### src/rtl/fetch_stage.sv
`default_nettype none
// ============================================================================
//  Module   : fetch_stage
//  Purpose  : Instruction fetch with a one-entry skid buffer, flush-driven
//             response dropping and a delivered-instruction counter.
//  Revision : 1.0  initial release
// ============================================================================
module fetch_stage #(
    parameter logic [31:0] NOP_INSTR = 32'h0000_0013
) (
    input  logic        clk,
    input  logic        rst,
    input  logic [31:0] pc,
    input  logic        flush,
    output logic        fetch_stall,
    output logic [31:0] imem_addr,
    output logic [3:0]  imem_rmask,
    input  logic [31:0] imem_rdata,
    input  logic        imem_resp,
    input  logic        id_ready,
    output logic        if_valid,
    output logic [31:0] if_pc,
    output logic [31:0] if_instr,
    output logic [31:0] fetch_count
);

    typedef enum logic [1:0] {
        S_IDLE  = 2'd0,
        S_FETCH = 2'd1,
        S_HOLD  = 2'd2,
        S_DROP  = 2'd3
    } state_t;

    state_t      state_q, state_d;
    logic        if_valid_q, if_valid_d;
    logic [31:0] if_pc_q, if_pc_d;
    logic [31:0] if_instr_q, if_instr_d;
    logic [31:0] hold_pc_q, hold_pc_d;
    logic [31:0] hold_instr_q, hold_instr_d;
    logic [31:0] fetch_count_q, fetch_count_d;

    logic        out_free;
    logic        load;
    logic [31:0] load_pc;
    logic [31:0] load_instr;

    assign out_free  = !if_valid_q || id_ready;
    assign imem_addr = {pc[31:2], 2'b00};

    always_comb begin
        state_d       = state_q;
        if_valid_d    = if_valid_q;
        if_pc_d       = if_pc_q;
        if_instr_d    = if_instr_q;
        hold_pc_d     = hold_pc_q;
        hold_instr_d  = hold_instr_q;
        fetch_count_d = fetch_count_q;
        fetch_stall   = 1'b1;
        imem_rmask    = 4'h0;
        load          = 1'b0;
        load_pc       = pc;
        load_instr    = imem_rdata;

        case (state_q)
            S_IDLE: state_d = S_FETCH;
            S_FETCH: begin
                imem_rmask = 4'hF;
                if (flush) begin
                    // An unanswered request must have its late response swallowed
                    state_d = imem_resp ? S_FETCH : S_DROP;
                end else if (imem_resp) begin
                    if (out_free) begin
                        load        = 1'b1;
                        fetch_stall = 1'b0;
                    end else begin
                        hold_pc_d    = pc;
                        hold_instr_d = imem_rdata;
                        state_d      = S_HOLD;
                    end
                end
            end
            S_HOLD: begin
                if (flush) begin
                    state_d = S_FETCH;
                end else if (id_ready) begin
                    load        = 1'b1;
                    load_pc     = hold_pc_q;
                    load_instr  = hold_instr_q;
                    fetch_stall = 1'b0;
                    state_d     = S_FETCH;
                end
            end
            S_DROP: begin
                if (!flush && imem_resp) state_d = S_FETCH;
            end
            default: state_d = S_IDLE;
        endcase

        if (flush) begin
            fetch_stall = 1'b0;
            if_valid_d  = 1'b0;
            if_instr_d  = NOP_INSTR;
        end else if (load) begin
            if_valid_d    = 1'b1;
            if_pc_d       = load_pc;
            if_instr_d    = load_instr;
            fetch_count_d = fetch_count_q + 32'd1;
        end else if (if_valid_q && id_ready) begin
            if_valid_d = 1'b0;
            if_instr_d = NOP_INSTR;
        end

        // Reset holds the PC register and keeps the memory port idle
        if (!rst) begin
            fetch_stall = 1'b1;
            imem_rmask  = 4'h0;
        end
    end

    always_ff @(posedge clk) begin
        if (!rst) begin
            state_q       <= S_IDLE;
            if_valid_q    <= 1'b0;
            if_pc_q       <= 32'd0;
            if_instr_q    <= NOP_INSTR;
            hold_pc_q     <= 32'd0;
            hold_instr_q  <= NOP_INSTR;
            fetch_count_q <= 32'd0;
        end else begin
            state_q       <= state_d;
            if_valid_q    <= if_valid_d;
            if_pc_q       <= if_pc_d;
            if_instr_q    <= if_instr_d;
            hold_pc_q     <= hold_pc_d;
            hold_instr_q  <= hold_instr_d;
            fetch_count_q <= fetch_count_d;
        end
    end

    assign if_valid    = if_valid_q;
    assign if_pc       = if_pc_q;
    assign if_instr    = if_instr_q;
    assign fetch_count = fetch_count_q;

endmodule
`default_nettype wire

### config.mk
export PLATFORM = sky130hd
export DESIGN_NAME = fetch_stage
export DESIGN_NICKNAME = d
export VERILOG_FILES = /design/src/rtl/fetch_stage.sv
export SDC_FILE = /design/constraint.sdc
export NUM_CORES = 1
export LEC_CHECK = 0
export CORE_MARGIN = 4
export CORE_UTILIZATION = 40
export DETAILED_ROUTE_END_ITERATION = 8
export GPL_ROUTABILITY_DRIVEN = 0
export PLACE_DENSITY_LB_ADDON = 0.05
export SYNTH_ARGS = -nofsm -noshare
export SYNTH_HDL_FRONTEND = slang
export SYNTH_SLANG_ARGS = --single-unit
### constraint.sdc
create_clock -name clk -period 4.9 [get_ports clk]
set_clock_uncertainty 0.15 [all_clocks]
set_input_delay 0.735 -clock clk [delete_from_list [all_inputs] [get_ports clk]]
set_output_delay 0.735 -clock clk [all_outputs]
set_load 0.02 [all_outputs]
==> out/results.txt, run 1 <==
Post-synthesis xor/xnor area fraction: 0.121%
Power per cell area: 312 nW/µm²
P_int: 2.25 mW
Static Leak: 3.18 nW
Clock Path Buffers: 2
Final Max Tran Viols: 0
Number of remaining DRC errors: 0
Synth top area share: 45.1%
Net Switching: 0.777 mW
CTS tree: yes
Simple-gate share of the synthesized area: 25.0%
Die Area: 20,300 µm²
Reg2reg start: state_q[0]
Nets: 1,104
Mapped Cells: 902
Run status: finished clean
Vias in the first global route: 6,292
Reg2reg setup slack: 1.99 ns
Drt first-iter violations: 374
Final HPWL DP: 12,600 µm
RSZ-0062 raised after global routing: no
DP Area: 9120 µm²
Post-CTS setup buffers: 0
Synth cell types: 39
Switching share of power: 25.7%
Core area: 17,500 µm²
Syn-to-layout area delta: 34.2%
WL/cell: 15.6 µm
Synth Area in Compound Gates: 15.8%
Hold_buf cts: 0
Final Instance Area: 9700 µm²
Startpoint types: flip-flop
# clock sinks: 163
Least-Margin Pin Slew: 1.06 ns
Arr. time, crit path: 2.48 ns
Fraction of layout cells with a size suffix above 1: 7.95%
Final Hold Viols: 0
Kind of critical path: reg2out
Main combinational cell family by area after synthesis: simple AND/OR/NAND/NOR gates
Worst-Skew Late Latency: 0.42 ns
GRT Overall Usage: 19.5%
DRT antenna net count: 0
CTS Buf Count: 17
Avg Cell Area, Syn: 8.01 µm²
Antenna violations before repair: 1
Fraction of the mapped netlist area in adder cells: 0.692%
Crit path max fanout: 40
Final Setup Violations: 0
Mux cell area share after synthesis: 5.49%
H-tree levels: 4
Yosys top cell by area: dfxtp_1
Vias: 6,702
Sequential fraction of the synthesis area: 45.1%
Post_cts resized: 0
First-pass GRT wire length: 32,400 µm
Worst hold start: hold_instr_q[7]
Largest net degree at the start of global routing: 64
Root Driver: clkbuf_16
Headroom to the max-slew limit: 29.1%
Final wirelength: 19,800 µm
Ant diodes: 0
Max Fclk: 297 MHz
Final period utilization: 68.7%
Clock Pin Slew Worst Setup and Hold Paths: 0.07 ns
Clock network fraction of total power: 43.0%
Die Width: 142 µm
Sum of negative setup slack: 0 ns
Die Y: 142 µm
Sequential power share: 45.1%
Final global-route overflow total: 0
Req. time, crit path: 4.01 ns
Yosys warning total: 0
Synth top area cells: dfxtp_1, nand2_1, a21oi_1
IO Pins: 203
Minimum clock period after layout: 3.37 ns
Setup crit end kind: primary output
Worst min path class: reg2reg
Comb pwr share: 11.9%
Drt pass-1 iters: 5
IO Port Bufs: 200
Vias per Instance: 5.28
Initial Util: 41.4%
Synth Register Bits: 163
Max-cap viol count: 0
Worst vdd ir: 0.000265 V
Post-Syn Area: 7230 µm²
Std-Cell Rows: 48
CP startpoint: state_q[0]
[cells in the mapped netlist (all sizes together)]
cell    number
o21ai       15
clkbuf      61
o311ai       1
nor2        37
or3          9
or4         14
mux2        29
dfxtp      163
o41ai        1
o32a         1
o21a         2
nor2b        1
nand4       11
a21oi      118
nor3         4
o32ai        1
a211oi       4
conb         1
or2          1
ha           4
buf         45
nand2b       9
nor4b        3
nand3b       2
and3         7
a311oi      32
and2         3
xnor2        1
inv          6
nand3       76
nor4         3
o31ai       14
mux2i        7
or3b         1
and4         6
nand2      209
[cells by family (layout without fill, tap and decap cells)]
| group | Yosys count | count (layout) |
|---|---|---|
| compound gates | 189 | 189 |
| mux | 36 | 36 |
| buf+inv | 112 | 253 |
| fa+ha+maj | 4 | 4 |
| simple gates | 396 | 396 |
| flops | 163 | 163 |
| other cells | 1 | 2 |
| xor+xnor | 1 | 1 |
[layout make-up]
| class | instances | area [µm²] |
|---|---|---|
| sequential | 163 | 3260 |
| multi-input combinational | 628 | 3430 |
| inverter | 6 | 23.8 |
| tap | 225 | 282 |
| clock inverter | 13 | 124 |
| clock buffer | 19 | 453 |
| timing repair buffer | 215 | 2120 |
| fill | 1658 | 7780 |
[flip-flops by register name, summed over array words and instances (netlist names)]
register,count
if_instr,32
if_valid,1
hold_instr_q,32
fetch_count,32
if_pc,32
state_q,2
hold_pc_q,32
[worst paths after layout]
check | to | cells past startpoint
max | fetch_stall | 8
min | hold_instr_q[7] | 2
max reg2reg | if_instr[7] | 8
min reg2reg | hold_instr_q[7] | 2
[power groups by stage]
stage | Clock, mW | Sequential (mW) | Combinational, mW
after global routing | 1.40 | 1.37 | 0.390
after CTS | 1.33 | 1.37 | 0.365
after floorplan | 0 | 1.42 | 0.174
after global placement | 0 | 1.39 | 0.363
final | 1.30 | 1.36 | 0.360
after detailed placement | 0 | 1.39 | 0.364
[placed cells by master (no fill, tap or decap), drive strengths merged, types with 9 or more instances in the layout]
cell	n
dfxtp	163
clkbuf	19
nand4	11
a21oi	118
or4	14
o31ai	14
nand2b	9
nand2	209
or3	9
inv	9
buf	16
o21ai	15
a311oi	32
nor2	37
nand3	76
clkdlybuf4s50	199
mux2	29
[worst max-delay path, cell delays in order (launching register included)]
cell             delay (ns)
dfxtp_1                0.33
inv_1                  0.08
ha_1                   0.14
buf_4                  0.40
a21oi_1                0.07
nor2_1                 0.10
a211oi_1               0.05
o21ai_0                0.19
clkdlybuf4s50_1        0.69
[stage by stage]
| stage | hold slack, ns | power, mW | std cells | worst slack [ns] | utilization, % |
|---|---|---|---|---|---|
| floorplan | 0.282 | 1.60 | 903 | 2.45 | - |
| global placement | 0.290 | 1.76 | 1237 | 1.61 | 52.2 |
| detailed placement | 0.294 | 1.76 | 1237 | 1.52 | 52.2 |
| CTS | 0.303 | 3.06 | 1269 | 1.49 | 55.5 |
| global route | 0.317 | 3.15 | 1269 | 1.39 | 55.5 |
| finish | 0.301 | 3.02 | 1269 | 1.53 | 55.5 |
[layer usage]
metal	track usage, %	up-vias	wire, µm
li1	-	3385	-
met1	26.1	3110	8970
met2	30.4	185	9040
met3	5.91	20	1520
met4	6.20	2	282
met5	0	-	12
No activity file was read; power rests on OpenSTA's default activity.
==> inputs of run 2 (changes only) <==
- clock period: 4.9 -> 3.5 ns (I/O delays scaled with it)
==> run 2 against run 1 <==
Net effect:
- combinational power rose by 41%
- worst hold slack better by 0.0017 ns
- register-to-register slack worse by 1.3 ns
- final cell count about the same
- sequential power up 40%
- via count rose by 0.76%
- sequential share of layout area fell by 0.30 points
- sequential cell count is the same
- global-route usage shrank 0.070 points
==> out/results.txt, run 2 (synthesis results as in run 1) <==
Run status: finished clean (unchanged)
Worst-Skew Late Latency: 0.42 ns (about the same)
Crit path max fanout: 6 (was 40)
Headroom to the max-slew limit: 38.2% (was 29.1%)
Static Leak: 3.22 nW (was 3.18 nW)
Ant diodes: 0 (unchanged)
RSZ-0062 raised after global routing: no (unchanged)
Req. time, crit path: 2.82 ns (was 4.01 ns)
Antenna violations before repair: 2 (was 1)
Final wirelength: 20,000 µm (was 19,800 µm)
# clock sinks: 163 (unchanged)
Least-Margin Pin Slew: 0.926 ns (was 1.06 ns)
Vias: 6,753 (was 6,702)
Final Setup Violations: 0 (unchanged)
Die Width: 142 µm (unchanged)
Post_cts resized: 0 (unchanged)
Setup crit end kind: primary output (unchanged)
Drt pass-1 iters: 5 (unchanged)
CTS Buf Count: 17 (unchanged)
Minimum clock period after layout: 2.87 ns
Startpoint types: flip-flop (unchanged)
Root Driver: clkbuf_16 (unchanged)
DRT antenna net count: 0 (unchanged)
Core area: 17,500 µm² (unchanged)
Final global-route overflow total: 0 (unchanged)
GRT Overall Usage: 19.5% (about the same)
Initial Util: 41.4% (unchanged)
First-pass GRT wire length: 32,100 µm (was 32,400 µm)
Fill cell count: 1,658 (unchanged)
Tot Pwr: 4.41 mW (was 3.02 mW)
CTS tree: yes (unchanged)
Most frequent cells in the layout: nand2_1, clkdlybuf4s50_1, dfxtp_1 (unchanged)
Nets: 1,106 (was 1,104)
Arr. time, crit path: 2.20 ns (was 2.48 ns)
Max-cap viol count: 0 (unchanged)
Clock Pin Slew Worst Setup and Hold Paths: 0.06 ns (was 0.07 ns)
Hold_buf cts: 0 (unchanged)
Vias per Instance: 5.32 (was 5.28)
Number of remaining DRC errors: 0 (unchanged)
Kind of critical path: reg2out (unchanged)
Clock Path Buffers: 2 (unchanged)
IO Pins: 203 (unchanged)
Syn-to-layout area delta: 35.4% (was 34.2%)
Final Max Tran Viols: 0 (unchanged)
Die Y: 142 µm (unchanged)
Final period utilization: 82.1%
Worst min path class: reg2reg (unchanged)
Sum of negative setup slack: 0 ns (unchanged)
Power per cell area: 450 nW/µm² (was 312 nW/µm²)
Post-CTS setup buffers: 0 (unchanged)
Drt first-iter violations: 338 (was 374)
Vias in the first global route: 6,166 (was 6,292)
Max Fclk: 348 MHz
Std-Cell Rows: 48 (unchanged)
Final instance count without filler cells: 1,270 (was 1,269)
Largest net degree at the start of global routing: 60 (was 64)
Final HPWL DP: 12,600 µm (about the same)
Commonest non-fill, non-tap cell in the layout: nand2_1 (unchanged)
Multi-input gate area: 3430 µm² (unchanged)
Worst vdd ir: 0.000363 V (was 0.000265 V)
Fraction of layout cells with a size suffix above 1: 7.85% (was 7.95%)
Register area: 3260 µm² (unchanged)
Die Area: 20,300 µm² (unchanged)
H-tree levels: 4 (unchanged)
WL/cell: 15.7 µm (was 15.6 µm)
DP Cell Count: 1,239 (was 1,237)
Final Hold Viols: 0 (unchanged)
IO Port Bufs: 200 (unchanged)
## run 2: cell count changes in the layout (fill, tap and decap cells not counted), sizes merged
cell	change
bufinv	+3
buf	+2
clkinvlp	-2
inv	-2
clkbuf	+1
clkinv	-1
## run 2: per-stage QoR
step | utilization (%) | area [µm²] | hold WS, ns | setup WS, ns
detailed placement | 52.4 | 9160 | 0.294 | 0.380
floorplan | - | 7230 | 0.282 | 1.12
global placement | 52.4 | 9160 | 0.290 | 0.436
finish | 56.0 | 9790 | 0.303 | 0.626
global route | 56.0 | 9790 | 0.319 | 0.465
CTS | 56.0 | 9790 | 0.304 | 0.598
## run 2: cell type report
cell class / count / area share [%]
Multi-Input combinational cell: 628 / 35.1
Timing Repair Buffer: 217 / 22.1
Tap cell: 225 / 2.88
Clock inverter: 11 / 1.80
Inverter: 6 / 0.243
Sequential cell: 163 / 33.3
Clock buffer: 20 / 4.56
## run 2: path summary, 6_finish.rpt
kind,startpoint,endpoint,slack [ns],depth (start not counted)
worst max register to register,state_q[0],fetch_count[16],0.74,6
worst min register to register,hold_pc_q[0],hold_pc_q[0],0.30,2
worst min-delay path,hold_pc_q[0],hold_pc_q[0],0.30,2
worst max-delay path,state_q[1],fetch_stall,0.63,7
## run 2: power by group
part	leakage, nW	internal, mW	switching, mW
logic	1.60	0.234	0.274
clock network	0.301	1.22	0.769
registers	1.32	1.89	0.0212
total	3.22	3.34	1.06
## run 2: routing by layer
metal  up-vias  share of wire, %  GRT usage, %
met1      3162                46          25.8
met3        15               7.2          6.18
met2       176                46          31.1
li1       3396                 -             -
met5         -              0.13             0
met4         4               1.2          4.55
## run 2: critical path, cell delays in order (launching register included)
cell and delay, ns:
dfxtp_1 0.39, inv_1 0.06, ha_1 0.25, a21oi_1 0.16
nor2_1 0.05, a211oi_1 0.15, o21ai_0 0.12, clkdlybuf4s50_1 0.61
==> inputs of run 3 (changes only) <==
- clock period: 3.5 -> 2.97 ns (I/O delays scaled with it)
==> run 3 against run 2 <==
Net effect:
- worst hold slack is essentially flat
- cell area grew 0.82%
- non-clock buffer count rose by 9
- sequential cell count unchanged
- register-to-register slack worse by 0.47 ns
- die area unchanged
- worst setup slack worse by 0.35 ns
- routed wire length down 0.66%
==> out/results.txt, run 3 (synthesis results as in run 1) <==
Final period utilization: 90.9%
Final wirelength: 19,800 µm (was 20,000 µm)
Nets: 1,115 (was 1,106)
Least-Margin Pin Slew: 0.716 ns (was 0.926 ns)
Hold depth: 2 (unchanged)
Syn-to-layout area delta: 36.5% (was 35.4%)
Std-Cell Rows: 48 (unchanged)
Worst hold start: hold_instr_q[19] (was hold_pc_q[0])
Post-CTS setup buffers: 0 (unchanged)
Core area: 17,500 µm² (unchanged)
Sum of negative setup slack: 0 ns (unchanged)
Number of remaining DRC errors: 0 (unchanged)
RSZ-0062 raised after global routing: no (unchanged)
Minimum clock period after layout: 2.70 ns
CTS Buf Count: 17 (unchanged)
DP Area: 9280 µm² (was 9160 µm²)
Drt first-iter violations: 304 (was 338)
Reg2reg path depth: 7 (was 6)
Antenna violations before repair: 0 (was 2)
Ant diodes: 0 (unchanged)
Run status: finished clean (unchanged)
Drt pass-1 iters: 4 (was 5)
Worst vdd ir: 0.000395 V (was 0.000363 V)
Max Fclk: 371 MHz
GRT Overall Usage: 19.5% (about the same)
WL/cell: 15.5 µm (was 15.7 µm)
Clock Pin Slew Worst Setup and Hold Paths: 0.06 ns (about the same)
Fill cell count: 1,641 (was 1,658)
Final Max Tran Viols: 0 (unchanged)
Crit path max fanout: 44 (was 6)
Most frequent cells in the layout: nand2_1, clkdlybuf4s50_1, dfxtp_1 (unchanged)
# clock sinks: 163 (unchanged)
Arr. time, crit path: 2.90 ns (was 2.20 ns)
IO Port Bufs: 200 (unchanged)
Die Y: 142 µm (unchanged)
IO Pins: 203 (unchanged)
Worst min path class: reg2reg (unchanged)
Hold worst-path end: hold_instr_q[19] (was hold_pc_q[0])
Clock Path Buffers: 2 (unchanged)
Headroom to the max-slew limit: 52.3% (was 38.2%)
Root Driver: clkbuf_16 (unchanged)
Fraction of layout cells with a size suffix above 1: 8.72% (was 7.85%)
Power per cell area: 510 nW/µm² (was 450 nW/µm²)
Vias in the first global route: 6,290 (was 6,166)
Max-cap viol count: 0 (unchanged)
Minimum hold slack: 0.303 ns (about the same)
DRT antenna net count: 0 (unchanged)
Vias: 6,772 (was 6,753)
Kind of critical path: reg2reg (was reg2out)
Vias per Instance: 5.29 (was 5.32)
CTS tree: yes (unchanged)
Final HPWL DP: 12,800 µm (was 12,600 µm)
Final global-route overflow total: 0 (unchanged)
Startpoint types: flip-flop (unchanged)
Final Instance Area: 9870 µm² (was 9790 µm²)
Final Hold Viols: 0 (unchanged)
Static Leak: 3.27 nW (was 3.22 nW)
First-pass GRT wire length: 32,400 µm (was 32,100 µm)
Req. time, crit path: 3.17 ns (was 2.82 ns)
Largest net degree at the start of global routing: 54 (was 60)
Reg2reg start: state_q[0] (unchanged)
Commonest non-fill, non-tap cell in the layout: nand2_1 (unchanged)
Reg2reg setup slack: 0.27 ns (was 0.74 ns)
Worst-Skew Late Latency: 0.42 ns (about the same)
Setup crit end kind: flip-flop (was primary output)
Post-layout util: 56.5% (was 56.0%)
Initial Util: 41.4% (unchanged)
Final Setup Violations: 0 (unchanged)
R2R Path End: fetch_count[3] (was fetch_count[16])
H-tree levels: 4 (unchanged)
Die Area: 20,300 µm² (unchanged)
Die Width: 142 µm (unchanged)
-- run 3: per-stage QoR --
stage,worst slack (ns),cells,total power [mW]
6_report,0.271,1280,5.03
5_1_grt,0.120,1280,5.24
4_1_cts,0.156,1280,5.10
3_5_place_dp,0.123,1248,2.92
3_3_place_gp,0.150,1248,2.92
2_1_floorplan,0.591,903,2.63
-- run 3: layer usage --
metal	wire, µm	GRT usage (%)	up-vias	part of all wire (%)
met2	9120	31.4	165	46
met3	1440	6.38	20	7.3
met4	230	5.00	0	1.2
met1	9040	25.3	3181	46
li1	-	-	3406	-
met5	0	0	-	0
-- run 3: worst max-delay path by stage --
stage	end	slack, ns	start	depth (start not counted)
floorplan	fetch_count[24]	0.59	state_q[0]	8
global placement	fetch_count[3]	0.15	flush	6
detailed placement	fetch_count[3]	0.12	flush	6
CTS	fetch_stall	0.16	state_q[0]	5
global route	fetch_count[7]	0.12	state_q[0]	7
finish	fetch_count[3]	0.27	state_q[0]	7
-- run 3: critical path, cell delays in order (launching register included) --
cell and delay [ns]:
dfxtp_1 0.36, inv_1 0.08, ha_1 0.37, or3b_1 0.44, o32a_2 0.48, buf_4 0.28, or3_1 0.34, a21oi_1 0.14
-- run 3: cell type report --
cell class                 count  area, µm²  area share [%]
multi-input combinational    628       3430            34.8
sequential                   163       3260            33.1
timing repair buffer         226       2280            23.1
clock buffer                  23        488            4.95
tap                          225        282            2.85
clock inverter                 9       95.1           0.964
inverter                       6       23.8           0.241
-- run 3: repair_timing --
action / in CTS / in global routing
hold buffers: 0 / 0
hold endpoints to repair: 0 / 0
endpoints found under the setup margin: 0 / 1
resized for setup: 0 / 1
-- run 3: power by group --
group	internal, mW	switching (mW)	leakage, nW
logic	0.291	0.328	1.67
clock network	1.25	0.908	0.284
registers	2.23	0.0238	1.32
total	3.77	1.26	3.27
